<file path="config.mk">
export PLATFORM = sky130hd
export DESIGN_NAME = at24c02_bist_seq
export DESIGN_NICKNAME = d
export VERILOG_FILES = /design/src/rtl/at24c02_pkg.sv /design/src/rtl/at24c02_bist_seq_cycle_timer.sv /design/src/rtl/at24c02_bist_seq.sv
export SDC_FILE = /design/constraint.sdc
export NUM_CORES = 1
export LEC_CHECK = 0
export ABC_AREA = 1
export BUFFER_PORTS_ARGS = -buffer_cell sky130_fd_sc_hd__buf_2
export CAP_MARGIN = 20
export CORE_UTILIZATION = 65
export CTS_BUF_LIST = sky130_fd_sc_hd__clkbuf_2 sky130_fd_sc_hd__clkbuf_4 sky130_fd_sc_hd__clkbuf_8
export DETAILED_ROUTE_END_ITERATION = 10
export GPL_TIMING_DRIVEN = 0
export PLACE_DENSITY = 0.95
export SLEW_MARGIN = 10
export SYNTH_ARGS = -nofsm -noshare
export SYNTH_HDL_FRONTEND = slang
export SYNTH_SLANG_ARGS = --single-unit
</file>
<file path="constraint.sdc">
create_clock -name sclk -period 2.65 [get_ports sclk]
set_input_delay 0.3975 -clock sclk [delete_from_list [all_inputs] [get_ports sclk]]
set_output_delay 0.3975 -clock sclk [all_outputs]
set_load 0.01 [all_outputs]
</file>
<file path="src/rtl/at24c02_pkg.sv">
// Shared definitions for the AT24C02 BIST sequencer:
// FSM state codes, device constants and time conversion.
package at24c02_pkg;

    typedef logic [2:0] state_t;

    localparam state_t S_IDLE    = 3'd0;
    localparam state_t S_WR_REQ  = 3'd1;
    localparam state_t S_WR_WAIT = 3'd2;
    localparam state_t S_WR_TWR  = 3'd3;
    localparam state_t S_RD_REQ  = 3'd4;
    localparam state_t S_RD_WAIT = 3'd5;
    localparam state_t S_DONE    = 3'd6;

    localparam int AT24C02_SIZE = 256;

    localparam logic [6:0] AT24C02_DEV_ADDR = 7'b1010_000;

    // Microseconds to clock cycles, never less than one cycle.
    function automatic logic [31:0] us_to_cycles(
        input int clk_hz,
        input int t_us
    );
        longint cyc;
        cyc = (longint'(clk_hz) * longint'(t_us)) / 64'sd1_000_000;
        if (cyc < 64'sd1) cyc = 64'sd1;
        return cyc[31:0];
    endfunction

endpackage

</file>
<file path="src/rtl/at24c02_bist_seq_cycle_timer.sv">
// Down-counting cycle timer: start loads a count,
// expired pulses once after that many cycles.
module at24c02_bist_seq_cycle_timer (
    input  logic        sclk,
    input  logic        rst,
    input  logic        clr,
    input  logic        start,
    input  logic [31:0] load,
    output logic        expired
);

    logic [31:0] cnt;
    logic        run;

    assign expired = run && (cnt == 32'd1);

    // Count down while running; start restarts from the load value.
    always_ff @(posedge sclk) begin
        if (rst || clr) begin
            cnt <= 32'd0;
            run <= 1'b0;
        end else if (start) begin
            cnt <= (load == 32'd0) ? 32'd1 : load;
            run <= 1'b1;
        end else if (run) begin
            if (cnt == 32'd1) begin
                run <= 1'b0;
            end else begin
                cnt <= cnt - 32'd1;
            end
        end
    end

endmodule

</file>
<file path="src/rtl/at24c02_bist_seq.sv">
// Write/readback BIST sequencer driving the AT24C02 I2C byte engine.
// Writes addr^SEED to a run of cells, waits tWR per write, then verifies.
module at24c02_bist_seq
    import at24c02_pkg::*;
#(
    parameter int         SYS_CLK_FREQ = 50_000_000,
    parameter int         T_WR_US      = 5_000,
    parameter logic [6:0] DEV_ADDR     = AT24C02_DEV_ADDR,
    parameter logic [7:0] START_ADDR   = 8'h00,
    parameter int         NUM_BYTES    = 16,
    parameter logic [7:0] SEED         = 8'hA5,
    parameter int         TIMEOUT_US   = 2_000
) (
    input  logic       sclk,
    input  logic       rst,
    input  logic       start,
    output logic [6:0] equi_addr,
    output logic [7:0] reg_addr,
    output logic [7:0] write_byte,
    output logic       write_trigger,
    output logic       read_trigger,
    input  logic       write_done,
    input  logic       read_done,
    input  logic [7:0] read_byte,
    output logic       busy,
    output logic       pass,
    output logic       fail,
    output logic       timeout,
    output logic [7:0] err_cnt,
    output logic [7:0] err_addr
);

    localparam logic [31:0] TWR_CYC = us_to_cycles(SYS_CLK_FREQ, T_WR_US);
    localparam logic [31:0] TO_CYC  = us_to_cycles(SYS_CLK_FREQ, TIMEOUT_US);

    localparam int NB = (NUM_BYTES > AT24C02_SIZE) ? AT24C02_SIZE :
                        (NUM_BYTES < 1) ? 1 : NUM_BYTES;

    localparam logic [7:0] LAST_IDX = 8'(NB - 1);

    state_t      state;
    state_t      state_nxt;
    logic [7:0]  idx;
    logic [7:0]  cell_addr;
    logic        last;
    logic        mismatch;

    logic        wr_trig_nxt;
    logic        rd_trig_nxt;
    logic        tmr_start;
    logic        tmr_clr;
    logic [31:0] tmr_load;
    logic        tmr_exp;
    logic        idx_clr;
    logic        idx_inc;
    logic        err_upd;
    logic        to_set;
    logic        run_clr;
    logic        fin;

    assign equi_addr = DEV_ADDR;
    assign cell_addr = START_ADDR + idx;
    assign last      = (idx == LAST_IDX);
    assign mismatch  = (read_byte != (reg_addr ^ SEED));
    assign tmr_load  = (state == S_WR_WAIT) ? TWR_CYC : TO_CYC;

    at24c02_bist_seq_cycle_timer u_cycle_timer (
        .sclk    (sclk),
        .rst     (rst),
        .clr     (tmr_clr),
        .start   (tmr_start),
        .load    (tmr_load),
        .expired (tmr_exp)
    );

    // State register.
    always_ff @(posedge sclk) begin
        if (rst) begin
            state <= S_IDLE;
        end else begin
            state <= state_nxt;
        end
    end

    // Next-state: a done pulse takes priority over timer expiry.
    always_comb begin
        state_nxt = state;
        unique case (state)
            S_IDLE: begin
                if (start) state_nxt = S_WR_REQ;
            end
            S_WR_REQ: begin
                state_nxt = S_WR_WAIT;
            end
            S_WR_WAIT: begin
                if (write_done)   state_nxt = S_WR_TWR;
                else if (tmr_exp) state_nxt = S_DONE;
            end
            S_WR_TWR: begin
                if (tmr_exp) state_nxt = last ? S_RD_REQ : S_WR_REQ;
            end
            S_RD_REQ: begin
                state_nxt = S_RD_WAIT;
            end
            S_RD_WAIT: begin
                if (read_done)    state_nxt = last ? S_DONE : S_RD_REQ;
                else if (tmr_exp) state_nxt = S_DONE;
            end
            S_DONE: begin
                state_nxt = S_IDLE;
            end
            default: begin
                state_nxt = S_IDLE;
            end
        endcase
    end

    // Per-state control strobes for the datapath and timer.
    always_comb begin
        wr_trig_nxt = 1'b0;
        rd_trig_nxt = 1'b0;
        tmr_start   = 1'b0;
        tmr_clr     = 1'b0;
        idx_clr     = 1'b0;
        idx_inc     = 1'b0;
        err_upd     = 1'b0;
        to_set      = 1'b0;
        run_clr     = 1'b0;
        fin         = 1'b0;
        unique case (state)
            S_IDLE: begin
                tmr_clr = 1'b1;
                if (start) begin
                    run_clr = 1'b1;
                    idx_clr = 1'b1;
                end
            end
            S_WR_REQ: begin
                wr_trig_nxt = 1'b1;
                tmr_start   = 1'b1;
            end
            S_WR_WAIT: begin
                if (write_done) tmr_start = 1'b1;
                else if (tmr_exp) to_set = 1'b1;
            end
            S_WR_TWR: begin
                if (tmr_exp) begin
                    idx_clr = last;
                    idx_inc = !last;
                end
            end
            S_RD_REQ: begin
                rd_trig_nxt = 1'b1;
                tmr_start   = 1'b1;
            end
            S_RD_WAIT: begin
                if (read_done) begin
                    err_upd = mismatch;
                    idx_inc = !last;
                end else if (tmr_exp) begin
                    to_set = 1'b1;
                end
            end
            S_DONE: begin
                fin     = 1'b1;
                tmr_clr = 1'b1;
            end
            default: begin
                tmr_clr = 1'b1;
            end
        endcase
    end

    // Registered engine interface, cell index and run status.
    always_ff @(posedge sclk) begin
        if (rst) begin
            reg_addr      <= START_ADDR;
            write_byte    <= 8'h00;
            write_trigger <= 1'b0;
            read_trigger  <= 1'b0;
            idx           <= 8'h00;
            busy          <= 1'b0;
            pass          <= 1'b0;
            fail          <= 1'b0;
            timeout       <= 1'b0;
            err_cnt       <= 8'h00;
            err_addr      <= 8'h00;
        end else begin
            write_trigger <= wr_trig_nxt;
            read_trigger  <= rd_trig_nxt;
            if (wr_trig_nxt || rd_trig_nxt) begin
                reg_addr <= cell_addr;
            end
            if (wr_trig_nxt) begin
                write_byte <= cell_addr ^ SEED;
            end
            if (idx_clr) begin
                idx <= 8'h00;
            end else if (idx_inc) begin
                idx <= idx + 8'h01;
            end
            if (run_clr) begin
                busy     <= 1'b1;
                pass     <= 1'b0;
                fail     <= 1'b0;
                timeout  <= 1'b0;
                err_cnt  <= 8'h00;
                err_addr <= 8'h00;
            end
            if (err_upd) begin
                if (err_cnt != 8'hFF) err_cnt <= err_cnt + 8'h01;
                if (err_cnt == 8'h00) err_addr <= reg_addr;
            end
            if (to_set) begin
                timeout <= 1'b1;
            end
            if (fin) begin
                busy <= 1'b0;
                pass <= (err_cnt == 8'h00) && !timeout;
                fail <= !((err_cnt == 8'h00) && !timeout);
            end
        end
    end

endmodule

</file>
==> out/qor.yml, run 1 <==
status: "finished clean"
fin_crit_sh_pct: 77.0
period_minus_slack_ns: 2.04
coreArea_sq_mm: 0.00691
final_nets: 788
criticalPathCategory: "reg2reg"
final_layout_size_suffix_gt1_share_pct: 16.4
drt_iter0_markers: 474
syn_area_sq_mm: 0.00474
finalWirelength_mm: 12.9
die_w_um: 87.4
antenna_found_initial: 0
drv_cap: 0
ys_seq_area_share_pct: 34.7
synthCells: 704
post_cts_buffers: 0
synth.distinct_cells: 40
crit_buf_inv: 0
hold_viol_final: 0
hp-class: "in2reg"
max-vdd-ir-drop_uv: 758
port_buffers: 50
antennaDiodeCount: 0
wl_per_cell_um: 14.8
fin_tns_setup_ns: 0
crit_fanout: 8
cts_tree: "built"
startpoint_type: "register"
arrival_ns: 2.27
worstPathCellList: "ha_1, nand2_1, nor3_1, nand2_1, o21bai_2, a21oi_1"
finalSetupViolations: 0
root_buffer: "clkbuf_8"
start_util_pct: 68.6
first_pass_iters: 6
yosys_register_bits: 82
rows: 30
powerDensity_mw_per_mm2: 1090
rsz0062_at_grt: "no"
path_clk_slew_ns: 0.08
cts.sinks: 82
post-place-ws_ns: 0.667
viasPerCell: 5.81
worstSkewPairLatency_ns: 0.37
worstPathRequired_ns: 2.88
utilization_pct: 76.8
yosysWarnings: 0
max_stage_delay_ns: 0.51
drtAntennaViolNets: 0
gp_congestion: 0.937
slew_headroom_pct: 56.1
track_usage_pct: 35.6
grt.overflow.total: 0
htreeDepth: 3
drc: 0
clock_path_buffers: 2
cp_top_family: "simple AND/OR/NAND/NOR gates"
hpwl_mm: 9.50
worst_pin_slew_ns: 0.659
skew_ns: 0.0136
stdcell_area_sq_mm: 0.00531
grt_pass1_vias: 4668
cts_buffers: 9
placed_cell_area_sq_mm: 0.00512
io-pin-count: 58
fmax_mhz: 490
die_area_sq_mm: 0.00763
area_growth_pct: 12.0
synth_area_per_cell_sq_um: 6.73
crit_slowest_cell: "nor3_1"
chipHeight_um: 87.4
cts-hold-fix-buffers: 0
grt_pass1_wl_mm: 21.3
drv_slew: 0
dr_total_vias: 5059
cp-end-kind: "register"
cpMostUsedCell: "nand2_1"
cts_resized: 0
grt_max_degree: 16
p_leak_nw: 2.34
setup_ws_ns: 0.610
## synthesized netlist by cell type (all sizes together)
cell	n	area (sq um)
nand3	56	285
o21bai	5	41.3
o21ai	44	231
a21oi	78	402
ha	5	62.6
nor4	3	33.8
nor3	5	35.0
o21a	1	7.51
conb	2	7.51
o32ai	1	8.76
clkbuf	8	30.0
a211oi	1	7.51
a21boi	1	18.8
clkinv	2	12.5
nand2	174	694
buf	16	121
nor2	91	404
inv	73	274
dfxtp	82	1640
xnor2	7	61.3
xor2	18	158
nand3b	3	22.5
nand4	24	150
or2	4	25.0
## metrics by stage
| step | power, mW | std cells | hold slack [ns] |
|---|---|---|---|
| after floorplan | 4.03 | 709 | 0.441 |
| after global placement | 4.73 | 855 | 0.430 |
| after detailed placement | 4.85 | 855 | 0.434 |
| after CTS | 5.70 | 871 | 0.287 |
| after global routing | 6.21 | 871 | 0.294 |
| final | 5.81 | 871 | 0.303 |
## cell usage in the layout (no fill, tap or decap), drive strengths merged, types with 2 or more instances in the layout
cell | netlist | routed
a21oi | 78 | 78
buf | 16 | 66
clkbuf | 8 | 18
clkinv | 2 | 3
clkinvlp | 0 | 2
conb | 2 | 7
dfxtp | 82 | 82
ha | 5 | 5
inv | 73 | 76
nand2 | 174 | 174
nand3 | 56 | 56
nand3b | 3 | 3
nand4 | 24 | 24
nor2 | 91 | 91
nor3 | 5 | 5
nor4 | 3 | 3
o21ai | 44 | 44
o21bai | 5 | 5
or2 | 4 | 4
xnor2 | 7 | 7
xor2 | 18 | 18
## state kept, by name (all words and copies together), names as in the netlist, 3 cells and up
| signal | count |
|---|---|
| u_cycle_timer.cnt | 32 |
| err_addr | 8 |
| err_cnt | 8 |
| idx | 8 |
| reg_addr | 8 |
| write_byte | 8 |
| state | 3 |
## worst paths after layout
kind | end | cells past startpoint | start | slack (ns)
setup reg to reg | idx[1] | 6 | idx[1] | 0.61
hold reg to reg | write_byte[5] | 2 | write_byte[5] | 0.44
hold / removal | busy | 2 | rst | 0.30
setup / recovery | idx[1] | 6 | idx[1] | 0.61
## layer usage
layer / part of all wire (%) / global-route usage, %
met3: 9.5 / 8.72
met1: 38 / 41.5
met2: 49 / 60.8
met4: 3.1 / 17.9
met5: 0 / 0
## power breakdown
part	switching, mW	leakage [nW]	internal, mW
clock network	0.501	0.0886	0.363
logic	2.24	1.59	1.08
registers	0.205	0.665	1.42
total	2.94	2.34	2.86
## kinds of logic (layout without fill, tap and decap cells)
logic type	after synthesis	count (layout)	share of synthesized area, %
flip-flops	82	82	34.7
XOR/XNOR	25	25	4.62
adder cells (fa/ha/maj)	5	5	1.32
AO/OA/AOI/OAI	131	131	15.1
other	2	7	0.159
buffers and inverters	99	165	9.25
AND/OR/NAND/NOR	360	360	34.8
## final cells by class
class / count / area, sq um
Timing Repair Buffer: 50 / 250
Clock inverter: 6 / 48.8
Sequential cell: 82 / 1640
Buffer: 24 / 151
Multi-Input combinational cell: 528 / 2680
Clock buffer: 10 / 131
Fill cell: 553 / 1600
Inverter: 75 / 287
Tap cell: 96 / 120
No activity file was read; power rests on OpenSTA's default activity.
==> run 2: changes to the inputs <==
--- a/config.mk
+++ b/config.mk
@@ -8,11 +8,11 @@
 export ABC_AREA = 1
 export BUFFER_PORTS_ARGS = -buffer_cell sky130_fd_sc_hd__buf_2
 export CAP_MARGIN = 20
-export CORE_UTILIZATION = 65
+export CORE_UTILIZATION = 60
 export CTS_BUF_LIST = sky130_fd_sc_hd__clkbuf_2 sky130_fd_sc_hd__clkbuf_4 sky130_fd_sc_hd__clkbuf_8
 export DETAILED_ROUTE_END_ITERATION = 10
 export GPL_TIMING_DRIVEN = 0
-export PLACE_DENSITY = 0.95
+export PLACE_DENSITY = 0.89
 export SLEW_MARGIN = 10
 export SYNTH_ARGS = -nofsm -noshare
 export SYNTH_HDL_FRONTEND = slang
==> constraint.sdc (replaced) <==
create_clock -name sclk -period 2.1 [get_ports sclk]
set_input_delay 0.315 -clock sclk [delete_from_list [all_inputs] [get_ports sclk]]
set_output_delay 0.315 -clock sclk [all_outputs]
set_load 0.01 [all_outputs]
==> run 2 against run 1 <==
  * Combinational power is 25% higher
  * Clock skew is 0.0048 ns lower
  * Worst setup slack worse by 0.54 ns
  * Critical path depth is 2 higher
  * Worst hold slack worse by 0.11 ns
  * Routed wire length is 2.2% lower
  * Highest routed layer unchanged
  * Sequential power is 27% higher
  * Core utilization is 7.2 points lower
  * Flip-flop and latch count stayed put
  * Largest power group unchanged
==> out/qor.yml, run 2 (synthesized netlist as in run 1, its figures left out) <==
status: "finished clean"
whs_ns: 0.197
crit_buf_inv: 2
port_buffers: 50
cts_buffers: 9
worstSkewPairLatency_ns: 0.37
power.net_switching_mw: 3.71
utilization_pct: 69.6
fin_crit_sh_pct: 96.6
start_util_pct: 61.6
startpoint_type: "register"
dr_total_vias: 5009
crit_start: "state[1]"
rows: 32
drtAntennaViolNets: 0
htreeDepth: 3
finalWirelength_mm: 12.6
post-place-ws_ns: 0.189
seqPwrFrac_pct: 27.4
track_usage_pct: 30.9
stdcell_area_sq_mm: 0.00535
cts-hold-fix-buffers: 0
antenna_found_initial: 0
final_common_cell: "nand2_1"
reg2reg_from: "state[1]"
p_int_mw: 3.75
first_pass_iters: 7
cp-endpoint: "u_cycle_timer.cnt[4]"
path_depth: 8
criticalPathCategory: "reg2reg"
clock_path_buffers: 2
cp-end-kind: "register"
viasPerCell: 5.71
skew_ns: 0.00875
grt_max_degree: 16
crit_fanout: 10
grt_pass1_wl_mm: 20.5
hpwl_mm: 9.18
die_area_sq_mm: 0.00825
fin_cells: 877
wl_per_cell_um: 14.4
switching_share_pct: 49.7
finalPower_mw: 7.46
powerDensity_mw_per_mm2: 1390
placed_cell_area_sq_mm: 0.00513
coreArea_sq_mm: 0.00769
die_w_um: 90.8
worstPathCellList: "inv_2, nand3_2, nand2_4, nor2_4, nand2_8, buf_4, o21ai_0, nor2_1"
clockPowerShare_pct: 16.7
drt_iter0_markers: 397
gp_congestion: 0.985
path_clk_slew_ns: 0.09
max-vdd-ir-drop_uv: 1130
rsz0062_at_grt: "no"
numPlacedInstances: 861
worst_pin_slew_ns: 0.584
io-pin-count: 58
hold_viol_final: 0
drv_cap: 0
drv_slew: 0
drc: 0
cts_tree: "built"
period_minus_slack_ns: 2.03
crit_slowest_cell: "dfxtp_1"
largest_register_ffs: 32
setup_ws_ns: 0.0720
antennaDiodeCount: 0
max_stage_delay_ns: 0.44
final_layout_size_suffix_gt1_share_pct: 16.5
final_nets: 788
slew_headroom_pct: 61.1
root_buffer: "clkbuf_8"
cts.sinks: 82
p_leak_nw: 2.36
cp_top_family: "simple AND/OR/NAND/NOR gates"
fillCellCount: 642
r2r_slack_ns: 0.07
area_growth_pct: 12.9
regMostFlops: "u_cycle_timer.cnt"
finalSetupViolations: 0
layout_common_cells: "nand2_1 (165), dfxtp_1 (82), a21oi_1 (75)"
r2r_cells: 8
grt_pass1_vias: 4616
fmax_mhz: 493
chipHeight_um: 90.8
worstPathRequired_ns: 2.35
p_comb_share_pct: 55.9
worstReg2RegEnd: "u_cycle_timer.cnt[4]"
grt.overflow.total: 0
fin_tns_setup_ns: 0
hp-class: "in2reg"
arrival_ns: 2.28
run 2: how the worst min path moves through the flow:
stage	cells past startpoint	slack [ns]	startpoint	end
after global routing	2	0.20	rst	busy
final	2	0.20	rst	busy
after CTS	2	0.18	rst	busy
after global placement	2	0.43	write_byte[6]	write_byte[6]
after detailed placement	2	0.44	write_byte[5]	write_byte[5]
after floorplan	1	0.39	rst	busy
run 2: final cells by class:
class                      count  area [sq um]  share of cell area, %
multi-input combinational    528          2680                   50.1
timing repair buffer          50           250                   4.68
buffer                        24           151                   2.83
clock buffer                  10           138                   2.57
inverter                      75           287                   5.36
tap                          102           128                   2.39
clock inverter                 6          72.6                   1.36
sequential                    82          1640                   30.7
run 2: layer usage:
layer  routed length [um]  vias to the layer above  global-route usage (%)
li1                     -                     2419                       -
met1                 5130                     2298                    36.1
met2                 6130                      254                    54.0
met3                  992                       38                    5.39
met4                  347                        0                    15.9
met5                    0                        -                       0
run 2: power groups by stage:
| stage | clock network (mW) | logic [mW] | registers, mW |
|---|---|---|---|
| finish | 1.25 | 4.16 | 2.05 |
| global route | 1.31 | 4.57 | 2.08 |
| CTS | 1.24 | 4.06 | 2.04 |
| detailed placement | 0 | 4.03 | 2.07 |
| global placement | 0 | 3.91 | 2.06 |
| floorplan | 0 | 3.02 | 2.07 |
run 2: repair_timing:
action,4_1_cts,5_1_grt
setup endpoints to repair,0,3
setup buffers,0,0
gates resized for setup,0,1
